**src/rtl/pipe_hazard_ctrl.sv**
```systemverilog
// Pipeline hazard controller: stall/flush/forward control for a 5-stage pipe; 0-cycle combinational outputs.
// Optional operand forwarding under macro HAZ_FORWARD_EN; backpressure is expressed only through pc_we/ifid_we/idex_we.
module pipe_hazard_ctrl (
    input  logic        clk,
    input  logic        rst,
    input  logic [4:0]  id_rs1,
    input  logic [4:0]  id_rs2,
    input  logic        id_use_rs1,
    input  logic        id_use_rs2,
    input  logic [4:0]  ex_rs1,
    input  logic [4:0]  ex_rs2,
    input  logic [4:0]  ex_rd,
    input  logic        ex_regwrite,
    input  logic        ex_memread,
    input  logic [4:0]  mem_rd,
    input  logic        mem_regwrite,
    input  logic [4:0]  wb_rd,
    input  logic        wb_regwrite,
    input  logic        ex_branch_taken,
    input  logic        ex_mc_start,
    input  logic        mc_done,
    output logic        pc_we,
    output logic        ifid_we,
    output logic        idex_we,
    output logic        ifid_flush,
    output logic        idex_flush,
    output logic        exmem_bubble,
    output logic [1:0]  fwd_a,
    output logic [1:0]  fwd_b,
    output logic [1:0]  state,
    output logic [15:0] stall_cnt,
    output logic        mc_timeout
);

    typedef enum logic [1:0] {
        ST_RUN     = 2'b00,
        ST_FLUSH   = 2'b01,
        ST_MC_WAIT = 2'b10,
        ST_BAD     = 2'b11
    } state_e;

    state_e      state_q, state_d;
    logic [5:0]  wd_q, wd_d;
    logic [15:0] stall_cnt_q, stall_cnt_d;
    logic        mc_timeout_q, mc_timeout_d;

    logic        data_hz;
    logic [1:0]  fwd_a_c, fwd_b_c;

    // x0 is hardwired zero, so it never participates in a match
    function automatic logic src_hit(input logic [4:0] src, input logic used,
                                     input logic [4:0] rd, input logic wr);
        return used && wr && (rd != 5'd0) && (src == rd);
    endfunction

`ifdef HAZ_FORWARD_EN
    function automatic logic [1:0] fwd_sel(input logic [4:0] src);
        if (src_hit(src, 1'b1, mem_rd, mem_regwrite))
            return 2'b10;
        else if (src_hit(src, 1'b1, wb_rd, wb_regwrite))
            return 2'b01;
        else
            return 2'b00;
    endfunction

    logic unused_inputs;
    assign unused_inputs = ex_regwrite;

    assign data_hz = src_hit(id_rs1, id_use_rs1, ex_rd, ex_memread)
                   | src_hit(id_rs2, id_use_rs2, ex_rd, ex_memread);
    assign fwd_a_c = fwd_sel(ex_rs1);
    assign fwd_b_c = fwd_sel(ex_rs2);
`else
    logic ex_wr;
    logic unused_inputs;
    assign unused_inputs = ^{ex_rs1, ex_rs2, wb_rd, wb_regwrite};

    // Without forwarding, any producer still in EX or MEM must drain first
    assign ex_wr   = ex_regwrite | ex_memread;
    assign data_hz = src_hit(id_rs1, id_use_rs1, ex_rd, ex_wr)
                   | src_hit(id_rs2, id_use_rs2, ex_rd, ex_wr)
                   | src_hit(id_rs1, id_use_rs1, mem_rd, mem_regwrite)
                   | src_hit(id_rs2, id_use_rs2, mem_rd, mem_regwrite);
    assign fwd_a_c = 2'b00;
    assign fwd_b_c = 2'b00;
`endif

    always_comb begin
        pc_we        = 1'b1;
        ifid_we      = 1'b1;
        idex_we      = 1'b1;
        ifid_flush   = 1'b0;
        idex_flush   = 1'b0;
        exmem_bubble = 1'b0;
        fwd_a        = fwd_a_c;
        fwd_b        = fwd_b_c;
        state_d      = state_q;
        wd_d         = wd_q;
        mc_timeout_d = mc_timeout_q;

        case (state_q)
            ST_FLUSH: begin
                ifid_flush = 1'b1;
                state_d    = ST_RUN;
            end
            ST_MC_WAIT: begin
                pc_we        = 1'b0;
                ifid_we      = 1'b0;
                idex_we      = 1'b0;
                exmem_bubble = 1'b1;
                wd_d         = wd_q + 6'd1;
                if (mc_done) begin
                    state_d = ST_RUN;
                end else if (wd_q == 6'd63) begin
                    mc_timeout_d = 1'b1;
                    state_d      = ST_RUN;
                end
            end
            default: begin
                state_d = ST_RUN;
                if (ex_branch_taken) begin
                    ifid_flush = 1'b1;
                    idex_flush = 1'b1;
                    state_d    = ST_FLUSH;
                end else if (ex_mc_start) begin
                    wd_d    = 6'd0;
                    state_d = ST_MC_WAIT;
                end else if (data_hz) begin
                    pc_we      = 1'b0;
                    ifid_we    = 1'b0;
                    idex_flush = 1'b1;
                end
            end
        endcase

        if (rst) begin
            pc_we        = 1'b1;
            ifid_we      = 1'b1;
            idex_we      = 1'b1;
            ifid_flush   = 1'b0;
            idex_flush   = 1'b0;
            exmem_bubble = 1'b0;
            fwd_a        = 2'b00;
            fwd_b        = 2'b00;
        end

        stall_cnt_d = stall_cnt_q;
        if (!pc_we && (stall_cnt_q != 16'hFFFF))
            stall_cnt_d = stall_cnt_q + 16'd1;
    end

    always_ff @(posedge clk) begin
        if (rst) begin
            state_q      <= ST_RUN;
            wd_q         <= 6'd0;
            stall_cnt_q  <= 16'd0;
            mc_timeout_q <= 1'b0;
        end else begin
            state_q      <= state_d;
            wd_q         <= wd_d;
            stall_cnt_q  <= stall_cnt_d;
            mc_timeout_q <= mc_timeout_d;
        end
    end

    assign state      = state_q;
    assign stall_cnt  = stall_cnt_q;
    assign mc_timeout = mc_timeout_q;

endmodule

```
**config.mk**
```make
export PLATFORM = sky130hd
export DESIGN_NAME = pipe_hazard_ctrl
export DESIGN_NICKNAME = d
export VERILOG_FILES = /design/src/rtl/pipe_hazard_ctrl.sv
export SDC_FILE = /design/constraint.sdc
export NUM_CORES = 1
export LEC_CHECK = 0
export BUFFER_PORTS_ARGS = -buffer_cell sky130_fd_sc_hd__buf_2
export CAP_MARGIN = 20
export CORE_MARGIN = 5
export CORE_UTILIZATION = 26
export CTS_BUF_LIST = sky130_fd_sc_hd__clkbuf_4
export DETAILED_ROUTE_END_ITERATION = 10
export GPL_ROUTABILITY_DRIVEN = 0
export PLACE_DENSITY = 0.58
export SETUP_SLACK_MARGIN = 0.05
export SLEW_MARGIN = 5
export SYNTH_ARGS = -nofsm -noshare
export SYNTH_HDL_FRONTEND = slang
export SYNTH_SLANG_ARGS = --single-unit
```
**constraint.sdc**
```tcl
create_clock -name clk -period 5.7 [get_ports clk]
set_input_delay 1.14 -clock clk [delete_from_list [all_inputs] [get_ports clk]]
set_output_delay 1.14 -clock clk [all_outputs]
set_load 0.02 [all_outputs]
```
Word level (Yosys, flattened, before mapping)
Index checks and enable logic that the tools add are counted.
{ "op_classes": {"n_addsub": 2, "n_bitwise": 6, "reduce_logical": 20, "n_eq_ne": 10, "muxes": 25, "div_mod_pow": 0, "shift": 0, "order_cmp": 0, "mul": 0} }
{ "op_table": {"columns": ["op", "n"], "rows": [
  ["$eq 5x5->1", 4],
  ["$add 16x1->16 const B", 1],
  ["$ne 16x16->1 const B", 1],
  ["$mux 1", 15],
  ["$logic_and 1x1->1", 13],
  ["$mux 6", 2],
  ["$pmux 6 s2", 1],
  ["$reduce_bool 5->1", 2],
  ["$mux 2", 4],
  ["$add 6x1->6 const B", 1],
  ["$eq 6x6->1 const B", 1],
  ["$reduce_and 3->1", 2],
  ["$or 1x1->1", 4],
  ["$pmux 1 s2", 2],
  ["$pmux 2 s2", 1],
  ["$ne 3x3->1 const B", 1],
  ["$eq 2x1->1 const B", 1],
  ["$eq 2x2->1 const B", 1],
  ["$ne 2x1->1 const B", 1],
  ["$not 1->1", 2],
  ["$reduce_bool 2->1", 1],
  ["$reduce_or 2->1", 1],
  ["$logic_not 1->1", 1]
]} }
{ "word_totals": {"input_bits": 46, "ram_bits": 0, "mem_count": 0, "out_inout_bits": 29, "word_cells": 67, "ff_bits": 25, "romBits": 0, "latchBits": 0} }

Depth between registers and ports, before layout
Gate-level depths: netlist of run 1.
{ "logic_depth": {"ltp_word": 14, "ltp_mapped": 9, "mapped_depth_nobuf": 7} }

Worst setup path after synthesis of run 1
Ideal clock, no wire load.
{ "synth_timing": {"kind": "input to output", "start": "input id_rs2[3]", "end": "output pc_we", "arrival_ps": 2730, "setup_slack_ps": 1830, "required_ps": 4560, "path_buffers": 2, "cell_stages": 8, "path_cell_list": "xor2_1 -> nor4_1 -> a32oi_1 -> o22a_4 -> buf_12 -> a21oi_2 -> nand2b_1 -> buf_4"} }
{ "synth_between": {"elab_chain_cells": 10, "elab_cells_between_ends": 12, "cone_classes": "2 x eq/ne; 5 x mux; 3 x bitwise; 2 x reduce/logical"} }
{ "synth_lines": {"columns": ["element", "line_no", "rtl"], "rows": [
  ["from (decl)", "7", "input logic [4:0] id_rs2,"],
  ["$eq 5x5->1", "53", "return used && wr && (rd != 5'd0) && (src == rd);"],
  ["$logic_and 1x1->1", "53", null],
  ["$or 1x1->1", "81", "| src_hit(id_rs2, id_use_rs2, ex_rd, ex_wr)"],
  ["$or 1x1->1", "82", "| src_hit(id_rs1, id_use_rs1, mem_rd, mem_regwrite)"],
  ["$or 1x1->1 *", "83", "| src_hit(id_rs2, id_use_rs2, mem_rd, mem_regwrite);"],
  ["$mux 1 * (3 in a row)", null, null],
  ["$pmux 1 s2 *", null, null],
  ["$mux 1 *", null, null],
  ["to (decl)", "22", "output logic pc_we,"]
]} }
Every way passes the cells marked *; elsewhere a longest branch is shown, timed or not.

Final worst setup path of run 1
{ "layout_timing": {"start": "input mem_rd[0]", "end": "output pc_we"} }
{ "layout_between": {"elab_chain_cells": 10, "elab_cells_between_ends": 14, "cone_classes": "2 x eq/ne; 5 x mux; 2 x bitwise; 5 x reduce/logical"} }
{ "layout_lines": {"columns": ["element", "line_no", "rtl"], "rows": [
  ["from (decl)", "15", "input logic [4:0] mem_rd,"],
  ["$reduce_bool 5->1", "53", null],
  ["$logic_and 1x1->1 (2 in a row)", "53", null],
  ["$or 1x1->1", "82", null],
  ["$or 1x1->1 *", "83", null],
  ["$mux 1 *", "128", "end else if (data_hz) begin"],
  ["$mux 1 *", "125", "end else if (ex_mc_start) begin"],
  ["$mux 1 *", "121", "if (ex_branch_taken) begin"],
  ["$pmux 1 s2 *", "101", "case (state_q)"],
  ["$mux 1 *", "136", "if (rst) begin"]
]} }
Marked as above.

==> flow_metrics.tcl, run 1 <==
set metrics [dict create \
    status "complete, no violations" \
    root_buffer "clkbuf_4" \
    cts_resized 0 \
    synthCells 243 \
    syn_area_per_cell_um2 8.254 \
    setup_violations 0 \
    synthArstFlopShare 0 \
    fin_tns_setup_ns 0 \
    synth_edf_count 0 \
    cts_setup_buffers 0 \
    synth-seq-area-share 0.2495 \
    grt_usage 0.1033 \
    synthesis.area_um2 2006 \
    slew_headroom 0.5026 \
    cap_violations 0 \
    io_buffers 54 \
    use_met3 0.01786 \
    crit_type "in2out" \
    synth-seq-cells 25 \
    die-area_um2 9571 \
    crit_arrival_ns 2.86 \
    pin_count 75 \
    vias_per_cell 4.729 \
    tritoncts "built" \
    area_growth_pct 16.41 \
    yosysTopAreaCellShare 0.2495 \
    grtUsageMet2 0.1890 \
    dp_hpwl_mm 3.732 \
    htreeDepth 1 \
    grt-ovfl-total 0 \
    post-route-period-util 0.7015 \
    tightest_slew_ns 0.7461 \
    holdBufCountCts 0 \
    rsz0062_at_grt "false" \
    yosys_most_used_dff "dfxtp_1" \
    drc 0 \
    cts_made_buffers 3 \
    wirelength_mm 4.841 \
    dieWidth_um 97.83 \
    vias 1835 \
    synth_top_area_cell "dfxtp_1" \
    grtUsageMet1 0.1242 \
    grt_pass1_wl_mm 8.549 \
    clk_latency_ns 0.32 \
    drt_iter0_drc 129 \
    fmax_ghz 0.2501 \
    slew_violations 0 \
    cellLeakagePower_nw 0.9746 \
    worst_slack_ns 1.701 \
    pre_cts_slack_ns 1.684 \
    die_y_um 97.83 \
    finalNonFillerCells 388 \
    cp-start-kind "input port" \
    place_inst 384 \
    busiest_layer "met2" \
    critical_path.max_fanout 16 \
    timing.hold.ws_ns 0.4879 \
    yosysWarningCount 0 \
    antenna_found_initial 0 \
    grt_start_max_net_pins 41 \
    drt_first_pass_iters 4 \
    antennaDiodeCount 0 \
    coreArea_um2 7607 \
    cts_sinks 25 \
    drive_above_1_share 0.2972 \
    synth.most_common_cell "nor2_1" \
    finalNetCount 337 \
    routedWlPerCell_um 12.48 \
    synth_top_cells_by_area "dfxtp_1 25%, xor2_1 8.7%, mux2_4 6.7%, nor2_1 5.1%, nand3_1 4.5%" \
    fin_worst_skew_ns 0.004731 \
    critPathCaptureType "output port" \
    vdd_drop_max_mv 0.05486 \
    ant_nets 0 \
    first_global_vias 1874 \
    clock_path_buffers 2 \
    path_clk_slew_ns 0.14 \
    synth_commonest_cells "27 x nor2_1, 25 x dfxtp_1, 20 x xor2_1, 18 x nand3_1, 14 x nor2b_1" \
    start_util 0.2637 \
    finalCriticalPeriod_ns 3.999 \
    finalHoldViolCount 0 \
    p_per_area_nw_per_um2 149.8 \
    required_ns 4.56 \
    synthDistinctLibCells 43 \
    fp-row-count 32 \
    hold_class "reg2reg" \
]
[registers in the layout, indices dropped and copies added, names as in the netlist]
| register | cells |
|---|---|
| mc_timeout | 1 |
| stall_cnt | 16 |
| state | 2 |
| wd_q | 6 |
[cell families (layout without fill, tap and decap cells)]
family	after synthesis	in the layout	share of synthesized area
AOI/OAI and AO/OA	33	33	0.1298
xor gates and xnor gates	24	24	0.1048
adders and majority gates	4	4	0.02495
buffers and inverters	26	66	0.06987
DFF	25	25	0.2495
muxes	14	14	0.09482
other	1	4	0.001870
and+or+nand+nor	116	116	0.3244
[per-stage QoR]
step           instance area (um^2)    util  power [mW]
6_report                       2335  0.3069      0.3499
5_1_grt                        2335  0.3069      0.3699
4_1_cts                        2335  0.3069      0.3560
3_5_place_dp                   2305  0.3030      0.2649
3_3_place_gp                   2305  0.3030      0.2632
2_1_floorplan                  2017       -      0.2389
[layer usage]
metal / vias to the layer above / part of all wire
li1: 940 / -
met1: 860 / 0.45
met2: 33 / 0.51
met3: 2 / 0.037
met4: 0 / 0.0052
met5: - / 0
[area by class of cell]
class | count | area [um^2]
fillers | 853 | 5273
well taps | 102 | 127.6
repair buffers | 54 | 270.3
multi-input cells | 195 | 1376
clock buffers | 4 | 30.03
flip-flops and latches | 25 | 500.5
inverters | 8 | 30.03
[layout by cell type, fill, tap and decap left out, types with 5 or more instances in the layout]
| cell type | n |
|---|---|
| inv_1 | 8 |
| and2_1 | 7 |
| o21ai_2 | 9 |
| and3_1 | 6 |
| nand3_1 | 18 |
| dfxtp_1 | 25 |
| buf_2 | 54 |
| nor2_1 | 27 |
| nor2b_1 | 14 |
| mux2_4 | 9 |
| nand4_1 | 12 |
| nand2_1 | 7 |
| xor2_1 | 20 |
| a21oi_1 | 5 |
[worst paths after layout]
path	to	start	slack (ns)	depth (start not counted)
hold reg to reg	mc_timeout$_SDFFE_PP0P_	mc_timeout$_SDFFE_PP0P_	0.49	2
hold / removal	mc_timeout$_SDFFE_PP0P_	mc_timeout$_SDFFE_PP0P_	0.49	2
setup reg to reg	stall_cnt[13]$_SDFFE_PP0P_	state[0]$_SDFFE_PP0P_	3.19	6
setup / recovery	pc_we	mem_rd[0]	1.70	8
[power breakdown]
| group | internal, mW | switching (mW) |
|---|---|---|
| combinational | 0.0303 | 0.0498 |
| sequential | 0.178 | 0.00281 |
| clock | 0.0321 | 0.0573 |
| total | 0.240 | 0.110 |
[critical path, cell delays in order]
cell and delay [ns]:
buf_2 0.13, or4_1 0.54, o21ai_1 0.17, or3_1 0.14, o22a_4 0.30, a21oi_2 0.13
nand2b_1 0.14, buf_2 0.17
Power figures use the tool's default switching activity.
==> run 2, diff against run 1 <==
--- a/config.mk
+++ b/config.mk
@@ -12,7 +12,7 @@
 export CTS_BUF_LIST = sky130_fd_sc_hd__clkbuf_4
 export DETAILED_ROUTE_END_ITERATION = 10
 export GPL_ROUTABILITY_DRIVEN = 0
-export PLACE_DENSITY = 0.58
+export PLACE_DENSITY = 0.59
 export SETUP_SLACK_MARGIN = 0.05
 export SLEW_MARGIN = 5
 export SYNTH_ARGS = -nofsm -noshare
==> constraint.sdc (replaced) <==
create_clock -name clk -period 3.3 [get_ports clk]
set_input_delay 0.66 -clock clk [delete_from_list [all_inputs] [get_ports clk]]
set_output_delay 0.66 -clock clk [all_outputs]
set_load 0.02 [all_outputs]
==> flow_metrics.tcl, run 2 (same netlist as run 1, synthesis figures left out) <==
set metrics [dict create \
    place_inst 387 \
    clock_power_share 0.254 \
    ff2ff_setup_slack_ns 0.82 \
    power_frac_comb 0.232 \
    slew_headroom 0.5479 \
    wirelength_mm 4.709 \
    dieWidth_um 97.83 \
    final_common_cell "buf_2" \
    required_ns 2.64 \
    area_growth_pct 17.53 \
    critPathCaptureType "output port" \
    routedWlPerCell_um 12.04 \
    p_seq_frac 0.513 \
    start_util 0.2637 \
    first_global_vias 1735 \
    antennaDiodeCount 0 \
    vdd_drop_max_mv 0.09373 \
    switching_share 0.3132 \
    place_area_um2 2327 \
    holdBufCountCts 0 \
    cts_resized 0 \
    ant_nets 0 \
    drive_above_1_share 0.3045 \
    reg2reg_depth 7 \
    largest_register_ffs 16 \
    highest-signal-layer "met4" \
    grt-ovfl-total 0 \
    drt_first_pass_iters 4 \
    p_per_area_nw_per_um2 257.6 \
    path_clk_slew_ns 0.14 \
    p_total_mw 0.6072 \
    tritoncts "built" \
    cellLeakagePower_nw 0.9881 \
    r2r_end "stall_cnt[0]$_SDFFE_PP0P_" \
    finalNetCount 340 \
    vias_per_cell 4.606 \
    setup_violations 0 \
    finalNonFillerCells 391 \
    fp-row-count 32 \
    crit_arrival_ns 2.22 \
    p_int_mw 0.4170 \
    root_buffer "clkbuf_4" \
    post-route-period-util 0.8712 \
    critical_path.max_fanout 3 \
    tightest_slew_ns 0.6756 \
    drc 0 \
    vias 1801 \
    hold_path_depth 2 \
    pin_count 75 \
    coreArea_um2 7607 \
    cts_sinks 25 \
    fin_tns_setup_ns 0 \
    slew_violations 0 \
    die-area_um2 9571 \
    fin_area_um2 2357 \
    cap_violations 0 \
    finalHoldViolCount 0 \
    clock_path_buffers 2 \
    timing.hold.ws_ns 0.4921 \
    route.met2.wl_mm 2.312 \
    pre_cts_slack_ns 0.3734 \
    rsz0062_at_grt "false" \
    clk_latency_ns 0.33 \
    worstReg2RegStart "state[0]$_SDFFE_PP0P_" \
    htreeDepth 1 \
    dp_hpwl_mm 3.712 \
    antenna_found_initial 0 \
    grt_pass1_wl_mm 8.066 \
    finalCriticalPeriod_ns 2.875 \
    fin_worst_skew_ns 0.007902 \
    hold_class "reg2reg" \
    cts_made_buffers 3 \
    io_buffers 54 \
    hold_end "mc_timeout$_SDFFE_PP0P_" \
    drt_iter0_drc 75 \
    utilization 0.3099 \
    crit_type "in2out" \
    worstHoldStart "mc_timeout$_SDFFE_PP0P_" \
    wl_met1_mm 2.139 \
    grt_start_max_net_pins 31 \
    p_sw_mw 0.1902 \
    fmax_ghz 0.3478 \
    worst_slack_ns 0.4249 \
    cts_setup_buffers 0 \
    mostFrequentLayoutCells "54 x buf_2, 27 x nor2_1, 25 x dfxtp_1" \
    status "complete, no violations" \
    cp-start-kind "input port" \
    wl_met3_um 201 \
    die_y_um 97.83 \
    grt_usage 0.09760 \
]
[run 2: changes by cell type in the layout (fill, tap and decap cells not counted), sizes merged]
cell  change
buf       +3
[run 2: worst max path at each step]
stage               startpoint  endpoint  depth (start not counted)
floorplan            id_rs2[3]     pc_we                          8
global placement     id_rs2[3]   ifid_we                          8
detailed placement    ex_rd[3]     pc_we                          8
CTS                   ex_rd[3]   ifid_we                          8
global route         id_rs2[3]   ifid_we                          8
finish                ex_rd[3]   ifid_we                          8
[run 2: worst max-delay path: stages]
cell and delay, ns:
buf_2 0.12, xor2_1 0.15, nor4_1 0.33, a32oi_1 0.21
o22a_4 0.23, a21oi_2 0.23, nand2b_1 0.11, buf_2 0.17
[run 2: routing by layer]
metal / vias to the layer above / GRT usage
li1: 944 / -
met1: 826 / 0.1183
met2: 27 / 0.1780
met3: 4 / 0.01571
met4: 0 / 0.02556
met5: - / 0
[run 2: layout make-up]
type / instances / area (um^2)
Multi-Input combinational cell: 195 / 1376
Fill cell: 848 / 5250
Inverter: 8 / 30.03
Timing Repair Buffer: 57 / 292.8
Clock buffer: 4 / 30.03
Tap cell: 102 / 127.6
Sequential cell: 25 / 500.5
[run 2: power groups by stage]
stage | Sequential, mW | Clock [mW] | Combinational [mW]
floorplan | 0.322 | 0 | 0.0905
global placement | 0.318 | 0 | 0.140
detailed placement | 0.318 | 0 | 0.143
CTS | 0.312 | 0.164 | 0.143
global route | 0.313 | 0.174 | 0.158
finish | 0.312 | 0.154 | 0.141
